$ cat config.mk
export PLATFORM = sky130hd
export DESIGN_NAME = channel_fifo
export DESIGN_NICKNAME = d
export VERILOG_FILES = /design/src/rtl/channel_fifo.sv
export SDC_FILE = /design/constraint.sdc
export NUM_CORES = 1
export LEC_CHECK = 0
export CORE_ASPECT_RATIO = 0.6
export CORE_MARGIN = 2
export CORE_UTILIZATION = 54
export CTS_BUF_LIST = sky130_fd_sc_hd__clkbuf_8
export CTS_CLUSTER_SIZE = 25
export DETAILED_ROUTE_END_ITERATION = 7
export GPL_TIMING_DRIVEN = 0
export PLACE_DENSITY = 0.78
export SKIP_LAST_GASP = 1
export SYNTH_ARGS = -nofsm -noshare
export SYNTH_HDL_FRONTEND = slang
export SYNTH_SLANG_ARGS = --single-unit
$ cat constraint.sdc
create_clock -name clk -period 3.45 [get_ports clk]
set_input_delay 1.035 -clock clk [delete_from_list [all_inputs] [get_ports clk]]
set_output_delay 1.035 -clock clk [all_outputs]
set_load 0.05 [all_outputs]
$ cat src/rtl/channel_fifo.sv
`default_nettype none
// ============================================================================
//  Module      : channel_fifo
//  Description : Synchronous valid/ready FIFO buffering the merged instruction
//                stream from the round-robin arbiter towards the core input.
//                Absorbs back-pressure bursts; output is first-word-fall-
//                through (head word visible without a read strobe).
//  Revision    : 1.0 - initial release
// ----------------------------------------------------------------------------
//  Optional feature macro: CHANNEL_FIFO_BYPASS_EN
//    When defined, an empty FIFO forwards in_valid/in_data straight to
//    out_valid/out_data in the same cycle (zero latency). This introduces a
//    combinational in->out path. When undefined, minimum latency is 1 cycle
//    and there is no combinational in->out path.
// ----------------------------------------------------------------------------
//  Parameters
//    DWIDTH    : payload width in bits
//    DEPTH     : number of entries, power of two, >= 2
//  Ports
//    clk       : clock, all state updates on rising edge
//    rst       : synchronous active-high reset
//    in_valid  : upstream word valid
//    in_data   : upstream word
//    in_ready  : FIFO can accept a word this cycle (registered state + rst only)
//    out_valid : word available to downstream
//    out_data  : head word (zero when out_valid is low)
//    out_ready : downstream accepts head word
//    count     : current occupancy, 0..DEPTH
//    full      : count == DEPTH
//    empty     : count == 0
// ============================================================================
module channel_fifo #(
  parameter int DWIDTH = 16,
  parameter int DEPTH  = 8,
  localparam int AW    = $clog2(DEPTH)
) (
  input  logic              clk,
  input  logic              rst,
  input  logic              in_valid,
  input  logic [DWIDTH-1:0] in_data,
  output logic              in_ready,
  output logic              out_valid,
  output logic [DWIDTH-1:0] out_data,
  input  logic              out_ready,
  output logic [AW:0]       count,
  output logic              full,
  output logic              empty
);

  localparam logic [AW:0]   c_full_cnt = (AW+1)'(DEPTH);
  localparam logic [AW-1:0] c_ptr_one  = AW'(1);
  localparam logic [AW:0]   c_cnt_one  = (AW+1)'(1);

  // --------------------------------------------------------------------------
  // State
  // --------------------------------------------------------------------------
  logic [DWIDTH-1:0] mem_q [DEPTH];
  logic [AW-1:0]     wr_ptr_q, wr_ptr_d;
  logic [AW-1:0]     rd_ptr_q, rd_ptr_d;
  logic [AW:0]       cnt_q,    cnt_d;

  logic              w_full;
  logic              w_empty;
  logic              w_push;
  logic              w_pop;
  logic              w_out_valid;
  logic [DWIDTH-1:0] w_out_data;

  // --------------------------------------------------------------------------
  // Status flags: derived purely from the occupancy register
  // --------------------------------------------------------------------------
  assign w_full  = (cnt_q == c_full_cnt);
  assign w_empty = (cnt_q == '0);

  assign full    = w_full;
  assign empty   = w_empty;
  assign count   = cnt_q;

  // Acceptance never looks at out_ready: a pop while full does not open the
  // input in the same cycle, which keeps in_ready free of a ready->ready path.
  assign in_ready = !w_full && !rst;

  // --------------------------------------------------------------------------
  // Output presentation
  // --------------------------------------------------------------------------
`ifdef CHANNEL_FIFO_BYPASS_EN
  logic w_fwd;

  // Forwarding is gated by !rst through the same condition as in_ready, so a
  // word offered during reset is neither stored nor presented.
  assign w_fwd = w_empty && in_valid && !rst;

  always_comb begin
    w_out_valid = 1'b0;
    w_out_data  = '0;
    if (!w_empty) begin
      w_out_valid = 1'b1;
      w_out_data  = mem_q[rd_ptr_q];
    end else if (w_fwd) begin
      w_out_valid = 1'b1;
      w_out_data  = in_data;
    end
  end
`else
  always_comb begin
    w_out_valid = 1'b0;
    w_out_data  = '0;
    if (!w_empty) begin
      w_out_valid = 1'b1;
      w_out_data  = mem_q[rd_ptr_q];
    end
  end
`endif

  assign out_valid = w_out_valid;
  assign out_data  = w_out_data;

  // --------------------------------------------------------------------------
  // Handshakes
  // --------------------------------------------------------------------------
  // With bypass, an empty FIFO that forwards and gets out_ready performs a
  // push and a pop together: the word is written and immediately consumed,
  // both pointers advance and the occupancy stays zero.
  assign w_push = in_valid && in_ready;
  assign w_pop  = w_out_valid && out_ready;

  // --------------------------------------------------------------------------
  // Next-state logic
  // --------------------------------------------------------------------------
  always_comb begin
    wr_ptr_d = wr_ptr_q;
    rd_ptr_d = rd_ptr_q;
    cnt_d    = cnt_q;

    // Pointers roll over naturally at AW bits (DEPTH is a power of two).
    if (w_push) begin
      wr_ptr_d = wr_ptr_q + c_ptr_one;
    end
    if (w_pop) begin
      rd_ptr_d = rd_ptr_q + c_ptr_one;
    end

    unique case ({w_push, w_pop})
      2'b10:   cnt_d = cnt_q + c_cnt_one;
      2'b01:   cnt_d = cnt_q - c_cnt_one;
      default: cnt_d = cnt_q;
    endcase
  end

  // --------------------------------------------------------------------------
  // Registers
  // --------------------------------------------------------------------------
  always_ff @(posedge clk) begin
    if (rst) begin
      wr_ptr_q <= '0;
      rd_ptr_q <= '0;
      cnt_q    <= '0;
    end else begin
      wr_ptr_q <= wr_ptr_d;
      rd_ptr_q <= rd_ptr_d;
      cnt_q    <= cnt_d;
    end
  end

  // Storage needs no reset: an entry is only ever read after being written,
  // and out_data is forced to zero whenever nothing valid is presented.
  // w_push already includes !rst, so reset-cycle writes are dropped.
  always_ff @(posedge clk) begin
    if (w_push) begin
      mem_q[wr_ptr_q] <= in_data;
    end
  end

endmodule
`default_nettype wire

-- Yosys cells after proc, flatten, opt, wreduce, memory -nomap -nowiden
Memories as Yosys holds them, arrays and structs flattened. A register that Yosys moved wholly into a read port is not among the register bits.
Cells that the tools add are included.
Widths: inputs -> output; s select.
- $add $sub $neg: 4
- equality and inequality tests: 3
- multiplexer cells: 7
- reduce and logical (&&, ||, !) cells: 7
- operator list (kind ; count):
    $mux 16 ; 1
    $pmux 4 s2 ; 1
    $add 3x1->3 const B ; 2
    $mux 3 ; 2
    $add 4x1->4 const B ; 1
    $eq 4x4->1 const B ; 1
    $logic_not 4->1 ; 1
    $sub 4x1->4 const B ; 1
    $logic_and 1x1->1 ; 3
    $mux 1 ; 3
    $eq 2x1->1 const B ; 1
    $eq 2x2->1 const B ; 1
    $logic_not 1->1 ; 2
    $reduce_bool 2->1 ; 1
- flip-flop bits (word level): 10
- memory bits (writable): 128
- input bits: 20
- output and inout bits: 24
- memories kept: 1
- memory list (name ; words ; width ; rd ports ; clocked after memory_dff ; write ports ; RTL line ; source):
    mem_q ; 8 ; 16 ; 1 ; 1 ; 1 ; 57 ; logic [DWIDTH-1:0] mem_q [DEPTH];

-- Longest topological paths before layout
- depth in word-level cells: 6
- gate-level depth with buffers: 10

-- Least setup slack after synthesis
OpenSTA, ideal clock, no wires.
- path kind: register -> register
- from: register cnt_q[1], in the netlist count[1]
- to: memory mem_q[0][0], enable pin
- arrival time: 3205 ps
- required time: 3020 ps
- slack: -185 ps
- stages on the path, launching flop included: 5
- buffers on the path: 1
- clock period less this slack: 3635 ps
- cell sequence: dfxtp_1 nor4b_2 or3b_1 buf_2 nor4_1
- cells in the longest elaborated chain, start to end: 6
- ends and longest elaborated chain (item ; RTL line ; source):
    start, declared ; 60 ; logic [AW:0] cnt_q, cnt_d;
    start signal, assigned ; 161 ; cnt_q <= cnt_d;
    $eq 4x4->1 ; 72 ; assign w_full = (cnt_q == c_full_cnt);
    named net full ; 46 ; output logic full,
    $logic_not 1->1 ; 81 ; assign in_ready = !w_full && !rst;
    $logic_and 1x1->1 ; 81 ;
    $logic_and 1x1->1 ; 124 ; assign w_push = in_valid && in_ready;
    $mux 1 ; 169 ; if (w_push) begin
    $mux 1 (implied by the code) ; 170 ; mem_q[wr_ptr_q] <= in_data;
    end, declared ; 57 ;
The timed path passes the listed nets, and every way through them passes these cells.

-- Final worst setup path
- from: register cnt_q[1], in the netlist count[1]
- to: output out_data[13]
- cells in the longest elaborated chain, start to end: 2
- ends and longest elaborated chain (item ; RTL line ; source):
    $logic_not 4->1 ; 73 ; assign w_empty = (cnt_q == '0);
    $mux 16 ; 108 ; if (!w_empty) begin
    end, declared ; 43 ; output logic [DWIDTH-1:0] out_data,
Every way passes these cells.

==> results.yml <==
worst_setup_path:
  crit_arrival_ns: 2.27
  crit_required_ns: 2.41
  path_max_fanout: 10
  critPathLaunch: "count[1]"
  path_cells: "or4_4 -> clkinv_1 -> clkbuf_4 -> nor2_1 -> clkbuf_2"
  cp-start-kind: "flip-flop"
  worstReg2RegStart: "count[1]"
  crit_family: "buffers and inverters"
  slowest_delay_ns: 0.61
  cp-end-kind: "primary output"
  cp_slowest_cell: "or4_4"
  path_buf_inv: 3
  crit_type: "reg2out"
worst_hold_path:
  hold_start: "rd_ptr_q[1]"
  hold_class: "reg2reg"
layout:
  final_cells: 494
  diodes: 0
  final_common_cell: "edfxtp_1"
  utilization_pct: 66.20
  final_cell_mix: "edfxtp_1 (128), mux4_2 (32), nor2_1 (26), clkdlybuf4s50_1 (25), clkbuf_2 (21)"
  syn2layout_area_growth_pct: 18.58
  drive_gt1_share_pct: 29.81
  nNetsFinal: 371
die:
  io_pins: 44
  start_util_pct: 55.83
  dieArea_mm2: 0.01110
  rows: 28
  die_h_um: 82.43
  floorplan.core_area_mm2: 0.009915
  die_w_um: 134.7
placed_design:
  gp_congestion: 0.6768
  placement.io_buffers: 43
  dp.cells: 463
  dpl.hpwl_um: 6555
sta:
  period_needed_ns: 3.301
  hold_viol: 0
  skew_ns: 0.01092
  tightest_slew_ns: 0.9660
  period_share_pct: 95.67
  max_slew_margin_pct: 35.39
  rsz0062_at_grt: "true"
  slew_violations: 0
  fmax_ghz: 0.3030
  setup_viol: 0
clock_tree:
  ctsHoldBuffers: 0
  post_cts.repair.setup_buffers: 0
  cts_tree: "done"
  clock_path_buffers: 2
  cts_max_level: 4
  cts.clk_slew.worst_paths_ns: 0.07
  cts_sinks: 141
  cts_buffers: 17
  root_buffer: "clkbuf_8"
  clock_latency_ns: 0.43
grt:
  antenna_found_initial: 0
  grt_pass1_vias: 2838
  grt_pass1_wl_um: 15800
  track_usage_pct: 20.66
  grt_max_degree: 17
  grt_overflow: 0
yosys:
  synth_top_flop_cell: "edfxtp_1"
  synth_area_mm2: 0.005535
  synth_edf_count: 128
  yosysSeqAreaShare_pct: 74.14
  synth_cells: 278
  yosys_warnings: 0
  ys_ff_latch: 141
  async_flop_share_pct: 0
  avgSynthCellArea_um2: 19.91
  synth_fp_nets: 303
  synth.distinct_cells: 35
power:
  p_leak_nw: 2.130
  p_total_mw: 4.992
  powerDensity_mw_per_mm2: 760.6
  ir_worst_vdd_v: 0.0004186
drt:
  vias_per_cell: 5.615
  avgRoutedWirePerCell_um: 20.72
  vias: 2774
  dr.pass1.iters: 4
  ant_nets: 0
  detailedRoute.firstIterationViolations: 299
  wl_um: 10240
  drc: 0
job:
  cap_viol_max_count: 0
run_status:
  outcome: "completed"
[path summary, 6_finish.rpt]
path | endpoint | slack [ns] | cells past startpoint
max | out_data[13] | 0.15 | 5
min | rd_ptr_q[1] | 0.54 | 2
max reg2reg | count[3] | 0.58 | 9
min reg2reg | rd_ptr_q[1] | 0.54 | 2
[where the power goes]
group	leakage (nW)	total [mW]	internal [mW]	switching (mW)
Sequential	1.26	2.02	1.95	0.0757
Clock	0.195	1.18	0.614	0.564
Combinational	0.673	1.79	0.575	1.22
Total	2.13	4.99	3.13	1.86
[final cells by class]
class,instances,area (um2)
multi-input cells,120,1404
repair buffers,50,434.2
plain buffers,13,91.34
flip-flops and latches,141,4104
well taps,135,168.9
clock buffers,17,234.0
fillers,682,3351
clock inverters,15,116.4
inverters,3,11.26
[layer usage]
layer / part of all wire [%] / global-route usage [%]
met5: 0 / 0
met4: 0.81 / 7.158
met3: 7.8 / 6.166
met2: 48 / 31.88
met1: 43 / 28.77
[registers in the layout, indices dropped and copies added (netlist names), named ones only]
name / count
wr_ptr_q: 3
mem_q: 128
rd_ptr_q: 3
count: 4
[repair_timing]
| action | in CTS | in global routing |
|---|---|---|
| pin swaps | 0 | 0 |
| endpoints found under the setup margin | 18 | 18 |
| resized for setup | 27 | 40 |
[synth_stat cells, types with 2 or more instances]
library cell / n / area, um2
xor2_1: 5 / 43.79
a21oi_1: 2 / 10.01
mux4_2: 32 / 720.7
edfxtp_1: 128 / 3844
buf_2: 7 / 35.03
clkbuf_1: 5 / 18.77
mux2i_1: 18 / 180.2
nand2b_1: 2 / 12.51
ha_1: 5 / 62.56
inv_1: 2 / 7.510
o21ai_0: 2 / 10.01
nand2_1: 2 / 7.510
nor3_1: 4 / 20.02
dfxtp_1: 13 / 260.3
mux2_2: 2 / 22.52
nor2_1: 29 / 108.9
nand3b_1: 2 / 15.01
[cell families after synthesis]
| kind of cell | after synthesis | synth area share, % |
|---|---|---|
| and+or+nand+nor | 50 | 4.679 |
| xor gates and xnor gates | 7 | 1.243 |
| muxes | 52 | 16.68 |
| buffers and inverters | 17 | 1.447 |
| DFF | 141 | 74.14 |
| AOI/OAI and AO/OA | 6 | 0.6782 |
| adders and majority gates | 5 | 1.130 |
[per-stage QoR]
stage | setup WS [ns] | area, um2 | hold slack, ns | TNS, ns
3_5_place_dp | -0.3536 | 6281 | 0.5244 | -2.639
4_1_cts | -0.1610 | 6620 | 0.5386 | -1.412
5_1_grt | -0.007481 | 6564 | 0.5879 | -0.007481
2_1_floorplan | 0.09461 | 5550 | 0.4847 | 0
6_report | 0.1493 | 6564 | 0.5352 | 0
3_3_place_gp | -1.151 | 6150 | 0.5056 | -99.67
[worst register-to-register path, stage by stage, from the launching register on]
cell and delay [ns]:
dfxtp_1 0.41, or4_4 0.61, and2_4 0.18, buf_6 0.12
ha_1 0.27, clkbuf_1 0.19, nor4b_1 0.37, a41oi_1 0.09
o41ai_1 0.13, mux2_2 0.38
(Power assumes the default switching activity.)
